==> src/rtl/capstone_pkg.sv <==
// Shared definitions for the bit-serial arithmetic slice: FSM encoding and
// the default datapath width.
package capstone_pkg;

  localparam int unsigned DEFAULT_WIDTH = 8;

  typedef enum logic [1:0] {
    ST_IDLE  = 2'd0,
    ST_LOAD  = 2'd1,
    ST_SHIFT = 2'd2,
    ST_DONE  = 2'd3
  } state_t;

endpackage

==> src/rtl/serial_fa_bit.sv <==
// One-bit full adder with its own carry flip-flop, used LSB-first across
// successive clock cycles.
module serial_fa_bit (
  input  logic CLK,
  input  logic RST_N,
  input  logic LD,
  input  logic LD_VAL,
  input  logic EN,
  input  logic A,
  input  logic B,
  output logic SUM,
  output logic CARRY
);

  assign SUM = A ^ B ^ CARRY;

  always_ff @(posedge CLK or negedge RST_N) begin
    if (!RST_N) begin
      CARRY <= 1'b0;
    end else if (LD) begin
      CARRY <= LD_VAL;
    end else if (EN) begin
      CARRY <= (A & B) | (A & CARRY) | (B & CARRY);
    end
  end

endmodule

==> src/rtl/serial_add_sequencer.sv <==
// Bit-serial add/subtract sequencer driving an external shift-register
// accumulator: loads A, then feeds back sum bits for WIDTH cycles.
module serial_add_sequencer
  import capstone_pkg::*;
#(
  parameter int unsigned WIDTH = DEFAULT_WIDTH
) (
  input  logic             CLK,
  input  logic             RST_N,
  input  logic             START,
  input  logic             SUB,
  input  logic [WIDTH-1:0] A,
  input  logic [WIDTH-1:0] B,
  input  logic             ACC_SOUT,
  output logic             ACC_LE,
  output logic [WIDTH-1:0] ACC_LOAD,
  output logic             ACC_SI,
  output logic             ACC_POUTE,
  output logic             BUSY,
  output logic             DONE,
  output logic             COUT,
  output logic [WIDTH-1:0] RESULT
);

  localparam int unsigned CW = (WIDTH > 1) ? $clog2(WIDTH) : 1;

  state_t           state;
  logic [CW-1:0]    cnt;
  logic [WIDTH-1:0] a_reg;
  logic [WIDTH-1:0] b_reg;
  logic [WIDTH-1:0] res_sh;
  logic [WIDTH-1:0] result_q;
  logic             cout_q;
  logic             carry;
  logic             fa_sum;
  logic             take;
  logic             in_shift;

  assign take     = (state == ST_IDLE) && START;
  assign in_shift = (state == ST_SHIFT);

  // Subtraction is A + ~B + 1: the +1 comes from presetting the carry.
  serial_fa_bit u_fa (
    .CLK    (CLK),
    .RST_N  (RST_N),
    .LD     (take),
    .LD_VAL (SUB),
    .EN     (in_shift),
    .A      (ACC_SOUT),
    .B      (b_reg[0]),
    .SUM    (fa_sum),
    .CARRY  (carry)
  );

  always_ff @(posedge CLK or negedge RST_N) begin
    if (!RST_N) begin
      state    <= ST_IDLE;
      cnt      <= '0;
      a_reg    <= '0;
      b_reg    <= '0;
      res_sh   <= '0;
      result_q <= '0;
      cout_q   <= 1'b0;
    end else begin
      case (state)
        ST_IDLE: begin
          if (START) begin
            state <= ST_LOAD;
            a_reg <= A;
            b_reg <= SUB ? ~B : B;
            cnt   <= '0;
          end
        end
        ST_LOAD: begin
          state <= ST_SHIFT;
        end
        ST_SHIFT: begin
          b_reg  <= {1'b0, b_reg[WIDTH-1:1]};
          res_sh <= {fa_sum, res_sh[WIDTH-1:1]};
          cnt    <= cnt + 1'b1;
          if (cnt == CW'(WIDTH - 1)) begin
            state <= ST_DONE;
          end
        end
        ST_DONE: begin
          result_q <= res_sh;
          cout_q   <= carry;
          state    <= ST_IDLE;
        end
        default: begin
          state <= ST_IDLE;
        end
      endcase
    end
  end

  always_comb begin
    ACC_LE    = 1'b1;
    ACC_LOAD  = result_q;
    ACC_SI    = 1'b0;
    ACC_POUTE = 1'b0;
    BUSY      = 1'b0;
    DONE      = 1'b0;
    RESULT    = result_q;
    COUT      = cout_q;
    case (state)
      ST_IDLE: begin
        // The accumulator has no hold mode, so it is refreshed every cycle.
        ACC_LOAD = result_q;
      end
      ST_LOAD: begin
        ACC_LOAD = a_reg;
        BUSY     = 1'b1;
      end
      ST_SHIFT: begin
        ACC_LE   = 1'b0;
        ACC_LOAD = res_sh;
        ACC_SI   = fa_sum;
        BUSY     = 1'b1;
      end
      ST_DONE: begin
        ACC_LOAD  = res_sh;
        ACC_POUTE = 1'b1;
        DONE      = 1'b1;
        RESULT    = res_sh;
        COUT      = carry;
      end
      default: begin
        ACC_LE = 1'b1;
      end
    endcase
  end

endmodule

==> config.mk <==
export PLATFORM = sky130hd
export DESIGN_NAME = serial_add_sequencer
export DESIGN_NICKNAME = d
export VERILOG_FILES = /design/src/rtl/capstone_pkg.sv /design/src/rtl/serial_fa_bit.sv /design/src/rtl/serial_add_sequencer.sv
export SDC_FILE = /design/constraint.sdc
export NUM_CORES = 1
export LEC_CHECK = 0
export ABC_AREA = 1
export CELL_PAD_IN_SITES_DETAIL_PLACEMENT = 1
export CELL_PAD_IN_SITES_GLOBAL_PLACEMENT = 2
export CORE_ASPECT_RATIO = 0.7
export CORE_UTILIZATION = 23
export CTS_CLUSTER_DIAMETER = 100
export CTS_CLUSTER_SIZE = 30
export DETAILED_ROUTE_END_ITERATION = 10
export PLACE_DENSITY = 0.74
export REMOVE_ABC_BUFFERS = 1
export SLEW_MARGIN = 20
export SYNTH_ARGS = -nofsm -noshare
export SYNTH_HDL_FRONTEND = slang
export SYNTH_SLANG_ARGS = --single-unit
export TNS_END_PERCENT = 50
==> constraint.sdc <==
create_clock -name CLK -period 4.1 [get_ports CLK]
set_clock_uncertainty 0.1 [all_clocks]
set_input_delay 0.82 -clock CLK [delete_from_list [all_inputs] [get_ports CLK]]
set_output_delay 0.82 -clock CLK [all_outputs]
set_load 0.02 [all_outputs]
==> impl_results.md, run 1 <==
* Post-route clock period utilization at 0.839
* Slew Limit Headroom at 0.401
* Post-synth top area cell: dfrtp_1
* Post-synthesis register bit count at 39
* H-tree levels at 2
* DR DRC count at 0
* Worst vdd ir at 0.372 mV
* RSZ-0062 raised after global routing: false
* CP startpoint: ACC_SOUT
* M1 WL at 2860 um
* Clock Pin Slew Worst Setup and Hold Paths at 0.06 ns
* Distinct cells, synth at 26
* CTS Hold Bufs at 0
* Most used cell, CP: clkdlybuf4s50_1
* Type of the most critical hold path: register to register
* DR vias at 1724
* Synthesis-to-finish area growth at 31.8%
* Setup Viol. Count Final at 0
* Synth top area share at 0.468
* Final count of hold timing violations at 0
* Post-Syn Area at 2080 um^2
* CP arrival at 2.52 ns
* CP Buf/Inv Count at 3
* CP top delay family: buffers and inverters
* Initial core utilization at 0.242
* First-pass GRT wire length at 9260 um
* DR WL/cell at 12.9 um
* Main area contributors after synthesis: dfrtp_1 (47%), nand2_1 (14%), nor2_1 (5.2%), a21oi_1 (5.0%), nand3_1 (4.3%)
* Worst-skew pair later-pin latency at 0.29 ns
* Setup ws final at 0.659 ns
* # port buffers at 42
* Root Buffer: clkbuf_16
* Slowest-stage cell, CP: clkdlybuf4s50_1
* DR top layer: met4
* Metal3 WL at 138 um
* Hold wc startpoint: a_reg[7]
* DR iter-0 viols at 51
* DR WL met2 at 2290 um
* Final net count at 322
* Slew Viols, Final at 0
* Post-synthesis sequential area ratio at 0.468
* WP data required at 3.18 ns
* Post-Syn Area per Cell at 8.14 um^2
* RR Startpoint: state[0]
* Crit-path max FO at 2
* Initial antenna violation count at 0
* Layout cells sized above 1 at 0.102
* PwrDens at 956 nW/um^2
* Dpl hpwl at 3870 um
* Critical path capture point type: primary output
* Status: completed
* Vias in the first global route at 1907
* Top Ports at 43
* GRT Resource Usage Total at 0.130
* Largest net degree at the start of global routing at 40
* RePlAce Congestion at 0.712
* Startpoint types: input port
* Pre-CTS WS at 0.639 ns
* FMAX at 291 MHz
* Die Y at 81.7 um
* Post-CTS Setup Bufs at 0
* Clock Sinks at 39
* Die X at 116 um
* Least-Margin Pin Slew at 0.898 ns
* CTS Buffer Depth at 2
* CP max stage delay at 0.59 ns
* Total grt overflow at 0
* Via-to-Cell Ratio at 4.15
* Worst-path cell chain: clkdlybuf4s50_1 > fa_1 > nand2_1 > inv_1 > clkdlybuf4s50_1
* Post_cts resized at 0
* Core ar. at 8620 um^2
* Total Negative Setup Slacks at 0 ns
* # diodes at 0
* Drt first pass iters at 4
* Ys Warns at 0
* TritonCTS clock tree: built
* WS Path Type: input port to primary output
* Die area at 9450 um^2
* Max-cap violations at 0
* Leak Pwr at 1.32 nW
* Cells after Synth at 256
* CTS buffer count at 5
* FP Rows at 28
* Drt total wl at 5370 um
* Min cycle time layout at 3.44 ns
* Detail Route Antenna Nets at 0
## cell usage in the layout (no fill, tap or decap)
cell and count:
buf_2 1, mux2_2 2, clkbuf_1 1, ha_1 6, nand2_8 2, dfrtp_1 39
or2_1 1, nand3_1 18, inv_2 1, o21ai_2 1, inv_6 1, fa_1 1
a31oi_1 1, buf_4 3, o21ai_0 9, nor2_1 29, clkdlybuf4s50_1 41, o21ai_1 2
nand2_1 75, a21oi_1 21, clkbuf_16 5, bufinv_16 2, a21boi_1 1, nand2_2 10
inv_1 20, nand2_4 1, inv_4 1
## cell families (layout without fill, tap and decap cells)
group           Yosys count  after routing  synth area share
simple gates            136            136             0.288
flops                    39             39             0.468
buf+inv                  37             76            0.0996
compound gates           35             35            0.0876
fa+ha+maj                 7              7            0.0456
mux                       2              2            0.0108
## tightest hold or removal path, cell delays in order, from the launching register on
cell	delay (ns)
dfrtp_1	0.34
nand2_1	0.05
nand2_1	0.04
## power breakdown
group          switching, mW  internal (mW)  leakage, nW
combinational          0.857          0.581        0.745
clock                  0.157          0.349       0.0911
sequential             0.114          0.569        0.485
total                   1.13           1.50         1.32
## layer usage
metal | track usage | up-vias
met5 | 0 | -
met4 | 0.0603 | 0
met3 | 0.0251 | 7
met2 | 0.201 | 29
met1 | 0.175 | 813
li1 | - | 875
## per-stage QoR
step | cells | cell area (um^2) | hold slack (ns) | power, mW | util
finish | 415 | 2750 | 0.373 | 2.63 | 0.319
global route | 415 | 2750 | 0.407 | 2.85 | 0.319
CTS | 415 | 2750 | 0.376 | 2.68 | 0.319
detailed placement | 407 | 2560 | 0.364 | 2.15 | 0.297
global placement | 407 | 2560 | 0.356 | 2.13 | 0.297
floorplan | 242 | 1970 | 0.342 | 1.55 | -
## cell usage after synthesis, drive strengths merged
| cell | n |
|---|---|
| mux2 | 2 |
| dfrtp | 39 |
| inv | 23 |
| buf | 13 |
| a21boi | 1 |
| a21oi | 21 |
| nand3 | 18 |
| nand2 | 88 |
| or2 | 1 |
| clkbuf | 1 |
| ha | 6 |
| fa | 1 |
| o21ai | 12 |
| nor2 | 29 |
| a31oi | 1 |
## cell type report
type                       count  area (um^2)
clock inverter                 2         60.1
multi-input combinational    180          901
sequential                    39          976
inverter                      23         93.8
timing repair buffer          45          438
clock buffer                   6          129
tap                          120          150
fill                        1044         5870
## worst paths after layout
check,end,slack (ns),depth (start not counted)
worst max-delay path,ACC_SI,0.66,5
min in group asynchronous,b_reg[7],0.56,1
worst max register to register,u_fa.CARRY,2.00,6
max in group asynchronous,b_reg[2],2.78,1
worst min register to register,a_reg[7],0.37,2
worst min-delay path,a_reg[7],0.37,2
No activity file was read; power rests on OpenSTA's default activity.
==> run 2, diff against run 1 <==
--- a/config.mk
+++ b/config.mk
@@ -13,7 +13,7 @@
 export CTS_CLUSTER_DIAMETER = 100
 export CTS_CLUSTER_SIZE = 30
 export DETAILED_ROUTE_END_ITERATION = 10
-export PLACE_DENSITY = 0.74
+export PLACE_DENSITY = 0.77
 export REMOVE_ABC_BUFFERS = 1
 export SLEW_MARGIN = 20
 export SYNTH_ARGS = -nofsm -noshare
==> constraint.sdc (replaced) <==
create_clock -name CLK -period 3.1 [get_ports CLK]
set_clock_uncertainty 0.1 [all_clocks]
set_input_delay 0.62 -clock CLK [delete_from_list [all_inputs] [get_ports CLK]]
set_output_delay 0.62 -clock CLK [all_outputs]
set_load 0.02 [all_outputs]
==> impl_results.md, run 2 (synthesized netlist as in run 1, its figures left out) <==
* Status: completed
* Clock network power share at 0.178
* Leak Pwr at 1.34 nW
* Slew Viols, Final at 0
* CTS buffer count at 5
* RePlAce Congestion at 0.718
* Max-cap violations at 0
* Final net count at 323
* # diodes at 0
* DR vias at 1789
* RSZ-0062 raised after global routing: false
* Comb pwr share at 0.557
* Post-route cell area at 2740 um^2
* Most frequent cells in the layout: nand2_1 (75), clkdlybuf4s50_1 (40), dfrtp_1 (39), nor2_1 (29), a21oi_1 (21)
* M1 WL at 2710 um
* RR Startpoint: state[0]
* Part of the power in registers at 0.266
* Clock Sinks at 39
* Cell-internal power at 1.92 mW
* Slew Limit Headroom at 0.398
* Critical path capture point type: primary output
* Clock Pin Slew Worst Setup and Hold Paths at 0.06 ns
* DR WL met2 at 2470 um
* Via-to-Cell Ratio at 4.30
* Dpl hpwl at 4030 um
* TritonCTS clock tree: built
* Total grt overflow at 0
* DR iter-0 viols at 63
* Top Ports at 43
* Post-CTS Setup Bufs at 0
* Vias in the first global route at 1880
* WP data required at 2.38 ns
* Die area at 9450 um^2
* DR WL/cell at 13.1 um
* Crit-path max FO at 19
* Worst R2R End: b_reg[5]
* CP arrival at 2.17 ns
* Layout cells sized above 1 at 0.108
* Detail Route Antenna Nets at 0
* Worst Reg2Reg Path Length in Cells at 9
* CTS Buffer Depth at 2
* Metal3 WL at 187 um
* Commonest non-fill, non-tap cell in the layout: nand2_1
* Drt first pass iters at 4
* PwrDens at 1250 nW/um^2
* Type of the most critical hold path: input port to asynchronous set/reset pin
* Die Y at 81.7 um
* Drt total wl at 5450 um
* Worst-skew pair later-pin latency at 0.28 ns
* Min cycle time layout at 2.89 ns
* # port buffers at 42
* FP Rows at 28
* Initial antenna violation count at 0
* Core ar. at 8620 um^2
* FMAX at 346 MHz
* Setup Viol. Count Final at 0
* Worst hold slack at 0.368 ns
* DR DRC count at 0
* Largest net degree at the start of global routing at 40
* Placed instance area at 2570 um^2
* NetSw at 1.50 mW
* Worst vdd ir at 0.560 mV
* H-tree levels at 2
* Fin util at 0.318
* Sw frac at 0.439
* Least-Margin Pin Slew at 0.902 ns
* Startpoint types: register
* DR top layer: met4
* First-pass GRT wire length at 9230 um
* Die X at 116 um
* Root Buffer: clkbuf_16
* R2r setup slk at 1.38 ns
* WS Path Type: register to primary output
* Initial core utilization at 0.242
* GRT Resource Usage Total at 0.129
* Final count of hold timing violations at 0
* Post-route clock period utilization at 0.933
* Total Negative Setup Slacks at 0 ns
* Synthesis-to-finish area growth at 31.6%
==> run 2: cell types whose count changed in the layout (fill, tap and decap cells not counted), sizes merged <==
cell | before | now
buf | 4 | 5
bufinv | 2 | 1
clkdlybuf4s50 | 41 | 40
clkinv | 0 | 1
dlymetal6s2s | 0 | 1
==> run 2: how the worst max path moves through the flow <==
stage,cells past startpoint,end,slack (ns),from
floorplan,4,ACC_LOAD[0],0.64,state[1]
global placement,5,ACC_SI,0.08,ACC_SOUT
detailed placement,5,ACC_SI,0.07,ACC_SOUT
CTS,5,ACC_SI,0.07,ACC_SOUT
global route,6,ACC_LOAD[1],0.05,state[0]
finish,8,ACC_LOAD[7],0.21,state[0]
==> run 2: cell type report <==
cell class	count	area [um^2]
sequential	39	976
multi-input combinational	180	901
clock inverter	2	35.0
timing repair buffer	46	448
fill	1067	5880
clock buffer	6	139
inverter	23	93.8
tap	120	150
==> run 2: what timing repair did <==
| item | CTS | global route |
|---|---|---|
| gates resized for setup | 0 | 1 |
| hold buffers | 0 | 0 |
| endpoints found under the setup margin | 0 | 1 |
==> run 2: layer usage <==
metal	global-route usage	up-vias
li1	-	879
met5	0	-
met2	0.206	30
met4	0.0500	0
met1	0.171	873
met3	0.0303	7
==> run 2: power by group through the flow <==
stage / clock network (mW) / logic (mW) / registers (mW)
after global placement: 0 / 1.90 / 0.905
after CTS: 0.625 / 1.95 / 0.912
after detailed placement: 0 / 1.94 / 0.917
after global routing: 0.647 / 2.11 / 0.939
final: 0.608 / 1.91 / 0.909
after floorplan: 0 / 1.17 / 0.874
==> run 2: critical path: stages, from the launching register on <==
cell and delay, ns:
dfrtp_1 0.40, inv_1 0.10, ha_1 0.15, buf_4 0.26
inv_6 0.11, nand2_1 0.09, nor2_1 0.04, a21oi_1 0.11
clkdlybuf4s50_1 0.62
==> run 2: through the flow <==
| stage | std cells | setup WS [ns] | total power [mW] |
|---|---|---|---|
| global placement | 408 | 0.0788 | 2.80 |
| global route | 416 | 0.0495 | 3.69 |
| floorplan | 242 | 0.644 | 2.05 |
| CTS | 416 | 0.0651 | 3.49 |
| finish | 416 | 0.209 | 3.42 |
| detailed placement | 408 | 0.0730 | 2.86 |
==> run 3, diff against run 2 <==
--- a/config.mk
+++ b/config.mk
@@ -13,6 +13,7 @@
 export CTS_CLUSTER_DIAMETER = 100
 export CTS_CLUSTER_SIZE = 30
 export DETAILED_ROUTE_END_ITERATION = 10
+export GPL_TIMING_DRIVEN = 0
 export PLACE_DENSITY = 0.77
 export REMOVE_ABC_BUFFERS = 1
 export SLEW_MARGIN = 20
==> impl_results.md, run 3 (synthesized netlist as in run 1, its figures left out) <==
* Post-route clock period utilization at 0.953
* Reg area at 976 um^2
* FP Rows at 28
* Drt first pass iters at 4
* Area of the multi-input gates at 941 um^2
* First-pass GRT wire length at 8920 um
* DR iter-0 viols at 97
* Initial antenna violation count at 0
* Final std cells w/o fill at 416
* Die X at 116 um
* GRT Resource Usage Total at 0.123
* Slew Viols, Final at 0
* RSZ-0062 raised after global routing: false
* Dpl hpwl at 3900 um
* Worst Reg2Reg Path Length in Cells at 9
* Slowest-stage cell, CP: clkdlybuf4s50_1
* CTS Buffer Depth at 2
* Least-Margin Pin Slew at 0.394 ns
* Final count of hold timing violations at 0
* Post-route cell area at 2780 um^2
* Total grt overflow at 0
* Max-cap violations at 0
* Pre-CTS WS at -0.0909 ns
* DR WL/cell at 12.9 um
* Startpoint types: register
* WP data required at 2.38 ns
* Final net count at 323
* Placed instance area at 2560 um^2
* Top Ports at 43
* Status: completed
* # diodes at 0
* Die Y at 81.7 um
* Post-Place Cells at 405
* Setup ws final at 0.145 ns
* CTS Hold Bufs at 0
* Leak Pwr at 1.33 nW
* Fillers at 1060
* TritonCTS clock tree: built
* Min cycle time layout at 2.95 ns
* Synthesis-to-finish area growth at 33.3%
* Type of the most critical hold path: input port to asynchronous set/reset pin
* Layout cells sized above 1 at 0.118
* Worst-path cell chain: inv_1 > ha_4 > or2_4 > nand2_1 > a21oi_1 > clkdlybuf4s50_1
* CTS buffer count at 5
* Core ar. at 8620 um^2
* Slew Limit Headroom at 0.737
* CP arrival at 2.23 ns
* Crit-path max FO at 9
* Fin util at 0.322
* Vias in the first global route at 1754
* Initial core utilization at 0.242
* DR vias at 1762
* Largest net degree at the start of global routing at 26
* H-tree levels at 2
* Worst-skew pair later-pin latency at 0.28 ns
* Critical path capture point type: primary output
* Die area at 9450 um^2
* CP max stage delay at 0.64 ns
* Most frequent cells in the layout: nand2_1 (75), clkdlybuf4s50_1 (40), dfrtp_1 (39), nor2_1 (29), a21oi_1 (21)
* Detail Route Antenna Nets at 0
* Clock Sinks at 39
* DR DRC count at 0
* RePlAce Congestion at 0.701
* WS Path Type: register to primary output
* Commonest non-fill, non-tap cell in the layout: nand2_1
* Worst hold slack at 0.164 ns
* Setup Viol. Count Final at 0
* Total Negative Setup Slacks at 0 ns
* Clock Pin Slew Worst Setup and Hold Paths at 0.06 ns
* Via-to-Cell Ratio at 4.24
* Worst vdd ir at 0.514 mV
* Root Buffer: clkbuf_16
* FMAX at 338 MHz
* PwrDens at 1230 nW/um^2
* # port buffers at 42
* Pwr Total at 3.42 mW
* Drt total wl at 5370 um
-- run 3: cell types whose count changed in the layout (fill, tap and decap cells not counted), sizes merged --
cell,before,now
clkbuf,6,8
clkinv,1,0
bufinv,1,0
-- run 3: power breakdown --
group,switching [mW],internal [mW],leakage (nW)
sequential,0.160,0.752,0.485
clock,0.201,0.343,0.0772
combinational,1.14,0.819,0.772
total,1.50,1.91,1.33
-- run 3: final timing paths --
check	startpoint	endpoint	slack, ns
worst min-delay path	RST_N	a_reg[2]	0.16
min in group CLK	a_reg[2]	a_reg[2]	0.38
worst min register to register	a_reg[2]	a_reg[2]	0.38
max in group asynchronous	RST_N	u_fa.CARRY	2.27
worst max-delay path	state[0]	ACC_LOAD[5]	0.15
worst max register to register	state[0]	b_reg[2]	1.32
-- run 3: what timing repair did --
item                       4_1_cts  5_1_grt
cloned                           0        0
gates resized for setup          7        1
buffers inserted                 0        3
setup endpoints to repair        8        6
-- run 3: critical path: cells and delay by family (launching register included) --
kind | cells | cell delay, ns
DFF | 1 | 0.42
buffers and inverters | 2 | 0.84
adders and majority gates | 1 | 0.23
and+or+nand+nor | 2 | 0.26
AOI/OAI and AO/OA | 1 | 0.19
-- run 3: cell type report --
cell class,count,area share
Sequential cell,39,0.351
Tap cell,120,0.0541
Multi-Input combinational cell,180,0.339
Inverter,23,0.0338
Timing Repair Buffer,46,0.166
Clock buffer,8,0.0563
-- run 3: layer usage --
layer	track usage	routed length (um)	vias up
met3	0.0273	176	2
met4	0.0308	40	0
met5	0	0	-
li1	-	-	877
met1	0.169	2710	855
met2	0.197	2440	28
